--- src/rtl/lab1_imul_req_packer.sv ---
// Purpose: packs an a-then-b operand word stream into {a,b} multiply requests and queues them.
// Latency: a request appears on ostream the cycle after its b word is accepted (no bypass).
// Backpressure: a is always accepted; b stalls while the queue is full; ostream_msg is held while stalled.
//
// Ports:
//   clk, reset                 - clock; synchronous active-high reset
//   istream_val/rdy/msg        - p_nbits-wide operand words, a first then b
//   ostream_val/rdy/msg        - 2*p_nbits-wide packed request {a,b} (a in the upper half)
//   num_reqs                   - count of ostream transfers (only with LAB1_IMUL_REQ_PACKER_STATS_EN)
//
// Optional feature macro: LAB1_IMUL_REQ_PACKER_STATS_EN adds the num_reqs counter port.

module lab1_imul_req_packer #(
    parameter int p_num_entries = 2,
    parameter int p_nbits       = 32
) (
    input  logic                   clk,
    input  logic                   reset,
    input  logic                   istream_val,
    output logic                   istream_rdy,
    input  logic [p_nbits-1:0]     istream_msg,
    output logic                   ostream_val,
    input  logic                   ostream_rdy,
    output logic [2*p_nbits-1:0]   ostream_msg
`ifdef LAB1_IMUL_REQ_PACKER_STATS_EN
    ,
    output logic [31:0]            num_reqs
`endif
);

    // A one-entry queue still needs a one-bit pointer; it simply never leaves 0.
    localparam int PW = (p_num_entries > 1) ? $clog2(p_num_entries) : 1;
    localparam int CW = $clog2(p_num_entries + 1);
    localparam logic [PW-1:0] LAST_PTR  = PW'(p_num_entries - 1);
    localparam logic [CW-1:0] FULL_CNT  = CW'(p_num_entries);

    typedef enum logic {
        WAIT_A = 1'b0,
        WAIT_B = 1'b1
    } state_t;

    state_t                 state;
    logic [p_nbits-1:0]     a_reg;
    logic [2*p_nbits-1:0]   entry [p_num_entries];
    logic [PW-1:0]          enq_ptr;
    logic [PW-1:0]          deq_ptr;
    logic [CW-1:0]          count;

    logic in_xfer;
    logic out_xfer;
    logic enq;

    function automatic logic [PW-1:0] ptr_inc(input logic [PW-1:0] p);
        return (p == LAST_PTR) ? '0 : p + 1'b1;
    endfunction

    // istream_rdy looks only at registered count, so a dequeue in this cycle
    // cannot make room for b in the same cycle; this keeps ostream_rdy off the
    // istream_rdy path.
    always_comb begin
        istream_rdy = !reset && ((state == WAIT_A) || (count < FULL_CNT));
        ostream_val = !reset && (count != '0);
        ostream_msg = entry[deq_ptr];
    end

    assign in_xfer  = istream_val && istream_rdy;
    assign out_xfer = ostream_val && ostream_rdy;
    assign enq      = in_xfer && (state == WAIT_B);

    always_ff @(posedge clk) begin
        if (reset) begin
            state   <= WAIT_A;
            a_reg   <= '0;
            enq_ptr <= '0;
            deq_ptr <= '0;
            count   <= '0;
        end else begin
            if (in_xfer) begin
                if (state == WAIT_A) begin
                    a_reg <= istream_msg;
                    state <= WAIT_B;
                end else begin
                    state <= WAIT_A;
                end
            end

            if (enq) begin
                enq_ptr <= ptr_inc(enq_ptr);
            end
            if (out_xfer) begin
                deq_ptr <= ptr_inc(deq_ptr);
            end

            case ({enq, out_xfer})
                2'b10:   count <= count + 1'b1;
                2'b01:   count <= count - 1'b1;
                default: count <= count;
            endcase
        end
    end

    // Storage is not reset: an entry is only visible once count covers it.
    always_ff @(posedge clk) begin
        if (enq) begin
            entry[enq_ptr] <= {a_reg, istream_msg};
        end
    end

`ifdef LAB1_IMUL_REQ_PACKER_STATS_EN
    always_ff @(posedge clk) begin
        if (reset) begin
            num_reqs <= '0;
        end else if (out_xfer) begin
            num_reqs <= num_reqs + 32'd1;
        end
    end
`endif

endmodule

--- config.mk ---
export PLATFORM = sky130hd
export DESIGN_NAME = lab1_imul_req_packer
export DESIGN_NICKNAME = d
export VERILOG_FILES = /design/src/rtl/lab1_imul_req_packer.sv
export SDC_FILE = /design/constraint.sdc
export NUM_CORES = 1
export LEC_CHECK = 0
export ABC_AREA = 1
export CORE_MARGIN = 3
export CORE_UTILIZATION = 53
export CTS_CLUSTER_DIAMETER = 200
export DETAILED_ROUTE_END_ITERATION = 8
export DONT_BUFFER_PORTS = 1
export GPL_ROUTABILITY_DRIVEN = 0
export PLACE_DENSITY = 0.7
export SLEW_MARGIN = 20
export SYNTH_ARGS = -nofsm -noshare
export SYNTH_HDL_FRONTEND = slang
export SYNTH_SLANG_ARGS = --single-unit
export TNS_END_PERCENT = 50
--- constraint.sdc ---
create_clock -name clk -period 5.69 [get_ports clk]
set_input_delay 1.4225 -clock clk [delete_from_list [all_inputs] [get_ports clk]]
set_output_delay 1.4225 -clock clk [all_outputs]
set_load 0.01 [all_outputs]
## Word level (Yosys, flattened, before mapping)

Memory sizes are Yosys's and may differ from the RTL's. A register that Yosys moved wholly into a read port is not among the register bits.
Index checks and enable logic that the tools add are counted.

- Bitwise operators: 1
- Order comparisons: 1
- Multiply operators: 0
- Multiplexer cells: 8
- Reductions and logical operators: 10
- Divide/modulo/power cells: 0
- Eq/ne operators: 2
- Shift operators: 0
- Add/sub/neg operators: 4

Operators with widths:

| kind | count |
|---|---|
| 2-to-1 mux 1 bit | 7 |
| logical AND 1 bit | 5 |
| case mux 2 bit (2 select lines) | 1 |
| nonzero test 2 bit | 2 |
| adder 1 bit (second input constant) | 2 |
| adder 2 x 1 -> 2 bit (second input constant) | 1 |
| equality test 2 x 1 -> 1 bit (second input constant) | 1 |
| equality test 2 bit (second input constant) | 1 |
| less-than comparator 2 bit (second input constant) | 1 |
| AND reduction 2 bit | 1 |
| subtractor 2 x 1 -> 2 bit (second input constant) | 1 |
| logical NOT 1 bit | 1 |
| logical OR 1 bit | 1 |
| NOT 1 bit | 1 |

- Output and inout port bits: 66
- Memory bits (read-only): 0
- Memories kept: 1
- Flip-flop bits (word level): 37
- Memory bits (writable): 128
- Input port bits: 36
- Bits in latches: 0

Memories:

| name | words | bits a word | rd ports | clocked after memory_dff | wr ports | line | source |
|---|---|---|---|---|---|---|---|
| entry | 2 | 64 | 1 | 1 | 1 | 44 | `logic [2*p_nbits-1:0] entry [p_num_entries];` |

## Logic depth before layout (Yosys ltp)

- Word-level depth: 7
- Mapped depth: 10
- Depth with buffers taken out: 10

## Worst setup path before layout

Ideal clock, no wire load.

- Path type: in2reg
- From: input port reset
- To: memory entry[0][0] (netlist bit), enable pin
- Arrival: 4417 ps
- Slack: 787 ps
- Stages on the path: 3
- Cells stage by stage: inv_2 -> nand4_1 -> nor2_1

- Word-level cells in the longest chain between the ends: 6

Ends and longest elaborated chain:

| what | line | source |
|---|---|---|
| start: declaration | 18 | `input logic reset,` |
| logical NOT 1 bit | 61 | `istream_rdy = !reset && ((state == WAIT_A) \|\| (count < FULL_CNT));` |
| logical AND 1 bit | 61 |  |
| logical AND 1 bit | 66 | `assign in_xfer = istream_val && istream_rdy;` |
| logical AND 1 bit | 68 | `assign enq = in_xfer && (state == WAIT_B);` |
| 2-to-1 mux 1 bit | 104 | `if (enq) begin` |
| 2-to-1 mux 1 bit (implied by the code) | 105 | `entry[enq_ptr] <= {a_reg, istream_msg};` |
| end: declaration | 44 |  |

Every way passes these cells.

==> key figures <==
Floorplanning
  – Die Area: 0.0131 mm^2
  – Vert. Die Dim: 115 um
  – I/O pins: 102
  – Core area: 0.0115 mm^2
  – Die Wd: 115 um
  – FP Rows: 39
  – Starting Density: 54.5%

Timing
  – Final setup viols: 0
  – Fin crit period: 3.42 ns
  – Worst Hold Margin: 0.449 ns
  – Worst Tran Pin Value: 0.927 ns
  – Slew Viols, Final: 0
  – Fmax achieved: 0.292 GHz
  – Slew margin rel.: 38.1%
  – Final Hold Fails: 0
  – Clock skew: 0.00780 ns
  – RSZ-0062 raised after global routing: no
  – Total Neg Setup Slack: 0 ns
  – Post-route worst setup slack: 2.27 ns
  – Tcrit/Tclk final: 60.2%

CTS
  – CTS Sinks: 166
  – H-tree depth: 4
  – CTS root buf: clkbuf_16
  – Clock-pin slew on the worst setup and hold paths: 0.06 ns
  – TritonCTS clock tree: built
  – Post-CTS setup buffer count: 0
  – Hold buffers post-CTS: 0
  – Latest clock arrival within the worst-skew pair: 0.41 ns
  – CTS Buf Count: 17
  – Max clock buf depth: 2
  – CTS resizes: 0

Layout
  – Util after Layout: 61.0%
  – Leading cell type in the layout, fill and taps excluded: edfxtp_1
  – Max FFs per register: 128
  – Fraction of layout cells with a size suffix above 1: 22.6%
  – Non-Filler Instances: 607
  – Syn-to-layout area delta: 11.9%
  – Nets: 488
  – Commonest cells after routing, fill and taps aside: edfxtp_1, nand2_1, nor2_1
  – Antenna Cells: 0
  – Fillers: 842

Drt
  – Avg Vias per Cell: 5.10
  – WL/cell: 16.7 um
  – Remaining antenna violation count: 0
  – Pre-antenna DRT Iters: 4
  – Routed WL: 10.1 mm
  – Vias: 3096
  – # DRC: 0
  – DRT iter0 DRCs: 142

Global route
  – GR Util All Layers: 16.7%
  – GR Overflow Total: 0
  – Global-route wire length before repair: 16.4 mm
  – Number of global-route vias before repair: 3251
  – Initial antenna violation count: 0
  – Pin count of the biggest net entering global routing: 65

Hold path
  – Hold Crit Start: a_reg[18]
  – Worst hold path class: flop to flop
  – WHS Endpoint: entry[0][50]
  – Hold Path Stages: 0

Setup path
  – Crit path DAT: 2.00 ns
  – Reg-to-Reg End: entry[0][22]
  – Worst r2r path cells: 4
  – Worst EP required: 4.27 ns
  – Worst Setup Start Kind: flop
  – FF-to-FF Start: count[1]
  – Critical path type: flop to output port
  – CP endpoint kind: output port
  – Worst-path fanout max: 45
  – Worst R2R Setup Slack: 3.55 ns

Logic synthesis
  – Post-Syn Area: 0.00625 mm^2
  – Distinct cells, synth: 19
  – FFs w/ async S/R, synth: 0%
  – Yosys warns: 0
  – Synth Net Count: 482
  – Syn Inst Count: 445
  – Ys flop type: edfxtp_1
  – EDFF count, synth: 128
  – Syn Area/Cell: 14.0 um^2
  – Sequential-to-total area share from yosys stat: 73.7%
  – Seq cells post-synth: 166

Flow run
  – Max cap viols: 0

Place
  – Dpl hpwl: 6.06 mm
  – Port bufs: 0
  – Placed cell count: 575
  – Pre-CTS WS: 1.78 ns

Power and ir drop
  – Switching share of power: 19.5%
  – Net load switching power: 0.518 mW
  – Peak supply drop: 0.250 mV
  – Sequential power share: 51.1%
  – Proportion of power drawn by combinational gates: 3.7%
  – Pwr/cell area: 380 mW/mm^2
  – P_int: 2.14 mW
  – Static Leak: 2.61 nW
  – Clock share of power: 45.2%

Run status
  – Outcome: completed
==> synth_stat cells, types with 2 or more instances <==
master / instances / share of area [%]
dfxtp_1: 38 / 12
buf_2: 4 / 0.32
nand3_1: 2 / 0.16
nor2_1: 70 / 4.2
mux2_2: 64 / 12
edfxtp_1: 128 / 62
buf_6: 3 / 0.54
inv_1: 43 / 2.6
o21ai_0: 3 / 0.24
buf_4: 10 / 1.2
nand2_1: 70 / 4.2
a21oi_1: 3 / 0.24
==> worst max-delay path by stage <==
stage | end | startpoint
6_report | ostream_msg[52] | flop
5_1_grt | entry[0][54] | reset
4_1_cts | ostream_msg[52] | flop
3_5_place_dp | entry[0][55] | reset
3_3_place_gp | entry[0][23] | reset
2_1_floorplan | entry[0][0] | reset
==> per-layer routing <==
layer  track usage [%]  vias to the layer above  part of all wire [%]  routed length [um]
li1                  -                     1525                     -                   -
met1              19.5                     1492                    42                4250
met2              26.8                       71                    50                5060
met3              6.98                        8                   6.9                 697
met4              7.60                        0                   1.0                 102
met5                 0                        -                     0                   0
==> per-stage QoR <==
step / area [um^2] / power [mW]
floorplan: 6250 / 1.47
global placement: 6340 / 1.48
detailed placement: 6340 / 1.49
CTS: 6990 / 2.69
global route: 6990 / 2.76
finish: 6990 / 2.66
==> cell type report <==
type,count,area (um^2),share of cell area (%)
flip-flops and latches,166,4610,65.9
multi-input cells,218,1360,19.5
clock buffers,21,503,7.20
well taps,143,179,2.56
inverters,44,165,2.36
clock inverters,11,143,2.04
repair buffers,4,30.0,0.430
==> cell families (layout without fill, tap and decap cells) <==
| logic type | count (synthesis) | count (layout) | share of synthesized area [%] |
|---|---|---|---|
| AOI/OAI and AO/OA | 9 | 9 | 0.821 |
| adders and majority gates | 1 | 1 | 0.200 |
| buffers and inverters | 61 | 80 | 4.71 |
| DFF | 166 | 166 | 73.7 |
| muxes | 64 | 64 | 11.5 |
| and+or+nand+nor | 144 | 144 | 9.01 |
==> worst max-delay path: stages (launching register included) <==
cell     delay (ns)
dfxtp_4        0.75
buf_4          0.40
mux2_2         0.42
==> power by group through the flow <==
stage | registers [mW] | clock network (mW) | logic, mW
floorplan | 1.38 | 0 | 0.0891
global placement | 1.38 | 0 | 0.0976
detailed placement | 1.39 | 0 | 0.100
CTS | 1.36 | 1.23 | 0.101
global route | 1.36 | 1.28 | 0.114
finish | 1.36 | 1.20 | 0.0986
Power figures use the tool's default switching activity.
